==> config.mk <==
export PLATFORM = sky130hd
export DESIGN_NAME = mem_arbiter
export DESIGN_NICKNAME = d
export VERILOG_FILES = /design/src/rtl/mem_arbiter_pkg.sv /design/src/rtl/mem_arbiter_port_mux.sv /design/src/rtl/mem_arbiter.sv
export SDC_FILE = /design/constraint.sdc
export NUM_CORES = 1
export LEC_CHECK = 0
export CORE_AREA = 2 2 119 121
export DETAILED_ROUTE_END_ITERATION = 8
export DIE_AREA = 0 0 121 123
export GPL_TIMING_DRIVEN = 0
export PLACE_DENSITY_LB_ADDON = 0.08
export SLEW_MARGIN = 40
export SYNTH_ARGS = -nofsm -noshare
export SYNTH_HDL_FRONTEND = slang
export SYNTH_SLANG_ARGS = --single-unit
export TNS_END_PERCENT = 50
==> constraint.sdc <==
create_clock -name clk -period 4.4 [get_ports clk]
set_input_delay 0.88 -clock clk [delete_from_list [all_inputs] [get_ports clk]]
set_output_delay 0.88 -clock clk [all_outputs]
set_load 0.05 [all_outputs]
==> src/rtl/mem_arbiter_pkg.sv <==
// Shared encodings for the CPU/DMA memory-port arbiter.
package mem_arbiter_pkg;

    localparam logic [1:0] S_IDLE = 2'd0;
    localparam logic [1:0] S_CPU  = 2'd1;
    localparam logic [1:0] S_DMA  = 2'd2;

    localparam logic [1:0] W_BYTE = 2'd0;
    localparam logic [1:0] W_HALF = 2'd1;
    localparam logic [1:0] W_WORD = 2'd2;

    localparam int MAX_DMA_RUN_DEF = 16;

endpackage

==> src/rtl/mem_arbiter_port_mux.sv <==
// Combinational selection of the memory-port request fields by current owner.
module mem_port_mux (
    input  logic        i_sel_cpu,
    input  logic        i_sel_dma,
    input  logic        i_cpu_req,
    input  logic [31:0] i_cpu_addr,
    input  logic [1:0]  i_cpu_width,
    input  logic        i_cpu_we,
    input  logic [31:0] i_cpu_wdata,
    input  logic        i_dma_req,
    input  logic [31:0] i_dma_addr,
    input  logic [1:0]  i_dma_width,
    input  logic        i_dma_we,
    input  logic [31:0] i_dma_wdata,
    output logic [31:0] o_mem_addr,
    output logic [1:0]  o_mem_width,
    output logic        o_mem_read,
    output logic        o_mem_write,
    output logic [31:0] o_mem_wdata
);

    always_comb begin
        o_mem_addr  = 32'd0;
        o_mem_width = 2'd0;
        o_mem_read  = 1'b0;
        o_mem_write = 1'b0;
        o_mem_wdata = 32'd0;
        if (i_sel_cpu) begin
            o_mem_addr  = i_cpu_addr;
            o_mem_width = i_cpu_width;
            o_mem_read  = i_cpu_req & ~i_cpu_we;
            o_mem_write = i_cpu_req &  i_cpu_we;
            o_mem_wdata = i_cpu_wdata;
        end else if (i_sel_dma) begin
            o_mem_addr  = i_dma_addr;
            o_mem_width = i_dma_width;
            o_mem_read  = i_dma_req & ~i_dma_we;
            o_mem_write = i_dma_req &  i_dma_we;
            o_mem_wdata = i_dma_wdata;
        end
    end

endmodule

==> src/rtl/mem_arbiter.sv <==
// Fixed-priority (DMA > CPU) arbiter for the shared memory port, with a
// DMA run limit that guarantees the CPU a slot and an optional burst lock.
module mem_arbiter
    import mem_arbiter_pkg::*;
#(
    parameter int MAX_DMA_RUN = MAX_DMA_RUN_DEF,
    parameter int CNT_W       = 5
) (
    input  logic        clk,
    input  logic        rst_n,
    input  logic        cpu_req,
    input  logic [31:0] cpu_addr,
    input  logic [1:0]  cpu_width,
    input  logic        cpu_we,
    input  logic [31:0] cpu_wdata,
    output logic [31:0] cpu_rdata,
    output logic        cpu_ready,
    input  logic        dma_req,
    input  logic [31:0] dma_addr,
    input  logic [1:0]  dma_width,
    input  logic        dma_we,
    input  logic [31:0] dma_wdata,
    output logic [31:0] dma_rdata,
    output logic        dma_ready,
    input  logic        dma_lock,
    output logic [31:0] mem_addr,
    output logic [1:0]  mem_width,
    output logic        mem_read,
    output logic        mem_write,
    output logic [31:0] mem_wdata,
    input  logic [31:0] mem_rdata,
    input  logic        mem_ok,
    output logic        grant_dma
);

    localparam logic [CNT_W-1:0] LP_MAX = CNT_W'(MAX_DMA_RUN);

    logic [1:0]       r_state;
    logic [CNT_W-1:0] r_run_cnt;
    logic [1:0]       w_state_nxt;
    logic [CNT_W-1:0] w_cnt_nxt;
    logic             w_sel_cpu;
    logic             w_sel_dma;
    logic             w_cpu_xfer;
    logic             w_dma_xfer;
    logic [CNT_W:0]   w_cnt_inc;
    logic             w_cnt_hit;
    logic             w_cnt_lt_max;

    assign w_sel_cpu    = (r_state == S_CPU);
    assign w_sel_dma    = (r_state == S_DMA);
    assign w_cpu_xfer   = w_sel_cpu & cpu_req & mem_ok;
    assign w_dma_xfer   = w_sel_dma & dma_req & mem_ok;
    assign w_cnt_inc    = {1'b0, r_run_cnt} + {{CNT_W{1'b0}}, 1'b1};
    assign w_cnt_hit    = (w_cnt_inc >= {1'b0, LP_MAX});
    assign w_cnt_lt_max = (r_run_cnt < LP_MAX);

    assign cpu_ready = w_cpu_xfer;
    assign dma_ready = w_dma_xfer;
    assign cpu_rdata = w_sel_cpu ? mem_rdata : 32'd0;
    assign dma_rdata = w_sel_dma ? mem_rdata : 32'd0;
    assign grant_dma = w_sel_dma;

    mem_port_mux u_mux (
        .i_sel_cpu   (w_sel_cpu),
        .i_sel_dma   (w_sel_dma),
        .i_cpu_req   (cpu_req),
        .i_cpu_addr  (cpu_addr),
        .i_cpu_width (cpu_width),
        .i_cpu_we    (cpu_we),
        .i_cpu_wdata (cpu_wdata),
        .i_dma_req   (dma_req),
        .i_dma_addr  (dma_addr),
        .i_dma_width (dma_width),
        .i_dma_we    (dma_we),
        .i_dma_wdata (dma_wdata),
        .o_mem_addr  (mem_addr),
        .o_mem_width (mem_width),
        .o_mem_read  (mem_read),
        .o_mem_write (mem_write),
        .o_mem_wdata (mem_wdata)
    );

    always_comb begin
        w_state_nxt = r_state;
        w_cnt_nxt   = r_run_cnt;
        case (r_state)
            S_IDLE: begin
                if (dma_req && (!cpu_req || w_cnt_lt_max))
                    w_state_nxt = S_DMA;
                else if (cpu_req)
                    w_state_nxt = S_CPU;
            end
            S_CPU: begin
                if (w_cpu_xfer) begin
                    w_cnt_nxt   = '0;
                    w_state_nxt = S_IDLE;
                end else if (!cpu_req) begin
                    w_state_nxt = S_IDLE;
                end
            end
            S_DMA: begin
                if (w_dma_xfer) begin
                    w_cnt_nxt = w_cnt_hit ? LP_MAX : w_cnt_inc[CNT_W-1:0];
                    // A waiting CPU breaks the lock once the run limit is reached.
                    if (!(dma_lock && !(cpu_req && w_cnt_hit)))
                        w_state_nxt = S_IDLE;
                end else if (!dma_req && !dma_lock) begin
                    w_state_nxt = S_IDLE;
                end
            end
            default: w_state_nxt = S_IDLE;
        endcase
    end

    always_ff @(posedge clk or negedge rst_n) begin
        if (!rst_n) begin
            r_state   <= S_IDLE;
            r_run_cnt <= '0;
        end else begin
            r_state   <= w_state_nxt;
            r_run_cnt <= w_cnt_nxt;
        end
    end

endmodule

---- Word level (Yosys, flattened, before mapping) ----
Cells that the tools add are included.
operators by class
  add/sub/neg operators ................... 1
  bitwise gates (word level) .............. 10
  $lt $le $gt $ge ......................... 2
  reductions and logical operators ........ 13
  muxes and demuxes ....................... 24
  equality and inequality tests ........... 8
operators with widths
  operator             number
  $mux 32              6
  $mux 2               9
  $mux 5               3
  $pmux 5 s2           1
  $ne 3x3->1 const B   3
  $and 1x1->1          8
  $add 5x1->6 const B  1
  $ge 6x5->1 const B   1
  $pmux 2 s3           1
  $lt 5x5->1 const B   1
  $logic_and 1x1->1    4
  $logic_not 1->1      4
  $mux 1               4
  $ne 2x2->1 const B   2
  $reduce_and 4->1     1
  $ne 3x2->1 const B   1
  $reduce_and 3->1     1
  $eq 2x1->1 const B   1
  $eq 2x2->1 const B   1
  $logic_not 2->1      1
  $not 1->1            2
  $reduce_bool 2->1    1
  $logic_or 1x1->1     1
word-level totals
  input bits .............................. 172
  output and inout port bits .............. 135
  bits in registers ....................... 7

---- Depth between registers and ports, before layout ----
  depth after elaboration ................. 8
  mapped depth ............................ 7
  mapped depth without buffers ............ 5

---- Hierarchy ----
A second synthesis with hierarchy kept.
unflattened totals
  cells, all modules ...................... 210
  area total of the unflattened synthesis .. 1624.1 sq um
modules (own cells, without submodules)
  module        times used  cells each  area an instance (sq um)  sequential area each (sq um)
  mem_arbiter   1           120         884.6                     175.2
  mem_port_mux  1           90          739.5                     0.0

---- Least setup slack after synthesis ----
OpenSTA, ideal clock, no wires.
  kind .................................... input -> output
  start ................................... in dma_req
  end ..................................... out mem_read
  slack ................................... 1416 ps
  required time ........................... 3520 ps
  buffers on the path ..................... 0
  arrival ................................. 2104 ps
  stages .................................. 2
  cell sequence ........................... nand2_1 > o31ai_1
on the way
  longest elaborated chain between the ends .. 3
ends and longest elaborated chain
  what             RTL line                    text
  start, declared  mem_arbiter.sv:18           input logic dma_req,
  $and 1x1->1      mem_arbiter_port_mux.sv:37  o_mem_read = i_dma_req & ~i_dma_we;
  $mux 1           mem_arbiter_port_mux.sv:34  end else if (i_sel_dma) begin
  $mux 1           mem_arbiter_port_mux.sv:28  if (i_sel_cpu) begin
  end, declared    mem_arbiter.sv:28           output logic mem_read,
Every way passes these cells.

---- Final worst setup path ----
  start ................................... in cpu_req
  end ..................................... out mem_read
on the way
  longest elaborated chain between the ends .. 2
ends and longest elaborated chain
  what             RTL line                    text
  start, declared  mem_arbiter.sv:11           input logic cpu_req,
  $and 1x1->1      mem_arbiter_port_mux.sv:31  o_mem_read = i_cpu_req & ~i_cpu_we;
  $mux 1           mem_arbiter_port_mux.sv:28
Every way passes these cells.

==> metrics list <==
- Setup repair after global routing left no endpoint under its margin.
- Synth Area per Inst: between 7 and 8 um^2
- Pin count of the biggest net entering global routing: 11
- Run status: complete, no violations
* CP Launch Point: cpu_req
- Worst path max stage delay: roughly 850 ps
- The Yosys step of the flow raised 0 warnings.
- After synthesis the netlist holds a flip-flop and latch count of 7.
- Max Cap Viol: 0
- Most numerous cell on the critical path: sky130_fd_sc_hd__clkdlybuf4s50_1
* Maximum fanout encountered on the critical timing path: 5
- Number of iterations in the first detailed-routing pass: 4
- Dividing the detail-routed via count by the number of cells gives ~4.0.
- Worst hold stages: 1
- After the last flow step, the layout net total stands at 693.
- Detailed placement finished with a half-perimeter wire length of 11,000 um.
* Maximum VDD drop: 0.164 mV
- Final hold vios: 0
- Layout fillers: 1,443
* # DRC: 0
- The worst hold path belongs to the class reg -> reg.
- For this configuration, the core starts out at a cell density of 11.4%.
- Walking the worst path, the cells encountered are clkdlybuf4s50_1, nand2b_1, nor2_1, nand2_1, o31ai_1, clkdlybuf4s50_1.
- Sequential share of the synthesized area: between 10 and 15%
- Top flip-flop cell by instance count after synthesis: sky130_fd_sc_hd__dfrtp_1
- The die covers approximately 15,000 um^2.
- Clock period minus final worst setup slack: approximately 3600 ps
- Flop-to-flop setup slack: ~2800 ps
- After synthesis the cells add up to around 1600 um^2.
* Worst hold-check slack: about 540 ps
- CTS tree: yes
* Synth unique cells: 33
- Number of buffers created by CTS: 3
- The clock net in this run drives a total of 7 sinks.
- Detailed Route Iter0 Violations: 110
- The later pin in the worst-skew pair is clocked with a latency of 230 ps.
- Area grow syn2layout: 217%
- Max transition margin: between 60% and 70%
- Number of antenna repair diodes: 0
* Leakage power: 1.86 nW
- Placed inst area: 4840 um^2
* Arrival time at the worst endpoint: roughly 2700 ps
- Actual transition at the worst max-transition pin: a little under 600 ps
- Once detail routing completed, the nets flagged for antenna violations numbered 0.
- Cell type group with the largest total delay on the critical path: buffers and inverters
- At the end of routability-driven placement, the weighted congestion stood at roughly 0.75.
- Worst-path cell with the longest stage delay: sky130_fd_sc_hd__clkdlybuf4s50_1
- Power density over the cells: between 400 and 500 nW/um^2
- Total nets after synthesis: around 380
* Number of synthesized flops with an enable pin: 0
* Setup-violating endpoint count in the final report: 0
- Counting buffers and inverters, the worst setup path is 6 cells deep.
* Finished layout cell area: around 4900 um^2
- Share of async-settable or async-resettable flops after synthesis: 100%
* Number of antenna violations at the first check in global routing: 0
- Maximum buffer depth of the clock tree: 2
- Placed instance count: a little under 700
* Post-Layout Cell Count: 699
* Post-cts gate resize count: 0
* Share of cells above drive strength 1: 3.47%
- The critical path is of the in -> out type.
- For this run, the top clock speed supported by timing is 0.280 GHz.
* Total Routing Usage GR: between 10% and 20%
- Clock edge transition at the registers on the reported setup and hold paths: 40 ps
- Total Routed Length: 12,700 um
* R2R Path Start: r_state[1]
- The worst setup path is captured at a primary output.
* Vias in the first global route: 2,854
* Cell depth of the worst flop-to-flop path: 6
- Cells after synthesis: 209
- Overall die height: 123 um
- Max Transition Viols Final: 0
* Buffer type at the clock tree root: sky130_fd_sc_hd__clkbuf_16
* Part of the cycle the worst path needs: 81.0%
- For the final database, setup skew stands at 4.92 ps.
- Summed over all layers, the global routing overflow is 0.
* Die width: 121 um
- Once the clock tree was built, the setup fixing pass inserted 0 buffers.
- Wire length of the first global-routing pass: 17,400 um
- In this run the most critical hold path is launched from r_run_cnt[0].
* Fin Setup TNS: 0 ps
- Avg WL per Cell: between 15 and 20 um
- Cell row count: 43
- The count of buffers added on input and output ports is 306.
- The number of buffers and inverters on the critical path is 2.
* Crit path required time: between 3000 and 4000 ps
- The routed layout has 2,812 vias.
- Core Region: 13,600 um^2
- The worst hold path terminates at r_run_cnt[0].
* Clock H-tree levels: 1
* Critical Path Source Type: primary input
- Hold_buf cts: 0
- For this design the top-level I/O count stands at 307.
* Crit Reg-Reg Endpoint: r_run_cnt[3]
area by class of cell:
type                            instances  area, um^2  area share (%)
Buffer                                 24         113            2.29
Clock buffer                            3        75.1            1.52
Clock inverter                          1        5.00           0.102
Inverter                                3        11.3           0.229
Multi-Input combinational cell        175        1260            25.5
Sequential cell                         7         175            3.56
Tap cell                              180         225            4.57
Timing Repair Buffer                  306        3060            62.2
per-layer routing:
metal	up-vias	wire (um)	GRT usage (%)
met2	130	6970	29.5
met1	1278	4680	17.2
met3	2	1060	4.75
met4	0	6	0.436
met5	-	0	0
li1	1402	-	-
cells in the mapped netlist, drive strengths merged (2+ instances only):
cell	count	area, um^2
dfrtp	7	175
nand4	2	12.5
a31oi	2	27.5
o21ai	8	40.0
nor3b	2	15.0
nand3	3	15.0
a22o	66	578
nor2	2	7.51
and2	64	400
buf	11	63.8
clkbuf	13	48.8
nand2	10	37.5
inv	3	11.3
nand2b	2	12.5
o211ai	2	20.0
where the power goes:
part	switching (mW)	internal [mW]	total [mW]	leakage, nW
clock network	0.0373	0.119	0.157	0.0409
logic	1.09	0.648	1.74	1.73
registers	0.0203	0.0801	0.100	0.0905
total	1.15	0.848	2.00	1.86
worst max-delay path by stage:
stage / to
2_1_floorplan: mem_read
3_3_place_gp: mem_read
3_5_place_dp: mem_read
4_1_cts: dma_rdata[6]
5_1_grt: dma_rdata[6]
6_report: mem_read
stage by stage:
stage          setup slack, ps  utilization [%]  total power [mW]
2_1_floorplan             1420                -              1.18
3_3_place_gp               817             35.6              1.86
3_5_place_dp               828             35.6              1.86
4_1_cts                    810             36.2              2.02
5_1_grt                    680             36.2              2.09
6_report                   835             36.2              2.00
registers in the layout (all words and copies together) (netlist names):
name and count:
r_run_cnt 5, r_state 2
placed cells by master (no fill, tap or decap), types with 2 or more instances in the layout:
cell type                         netlist  final
sky130_fd_sc_hd__buf_2                  9      9
sky130_fd_sc_hd__dfrtp_1                7      7
sky130_fd_sc_hd__a22o_1                66     66
sky130_fd_sc_hd__nand3_1                3      3
sky130_fd_sc_hd__clkdlybuf4s50_1        0    306
sky130_fd_sc_hd__nand4_1                2      2
sky130_fd_sc_hd__o21ai_0                4      4
sky130_fd_sc_hd__and2_1                64     64
sky130_fd_sc_hd__clkbuf_1              13     13
sky130_fd_sc_hd__clkbuf_16              0      3
sky130_fd_sc_hd__nor2_1                 2      2
sky130_fd_sc_hd__nand2b_1               2      2
sky130_fd_sc_hd__o21ai_1                4      4
sky130_fd_sc_hd__inv_1                  2      2
sky130_fd_sc_hd__nor3b_1                2      2
sky130_fd_sc_hd__nand2_1               10     10
kinds of logic (layout without fill, tap and decap cells):
logic type               count (synthesis)  count (layout)  synth area share (%)
AO/OA/AOI/OAI                           84              84                  45.6
flip-flops                               7               7                  11.3
adder cells (fa/ha/maj)                  1               1                 0.804
buffers and inverters                   27             337                  7.96
AND/OR/NAND/NOR                         90              90                  34.4
Note: power is estimated with default switching activity, not from simulation.
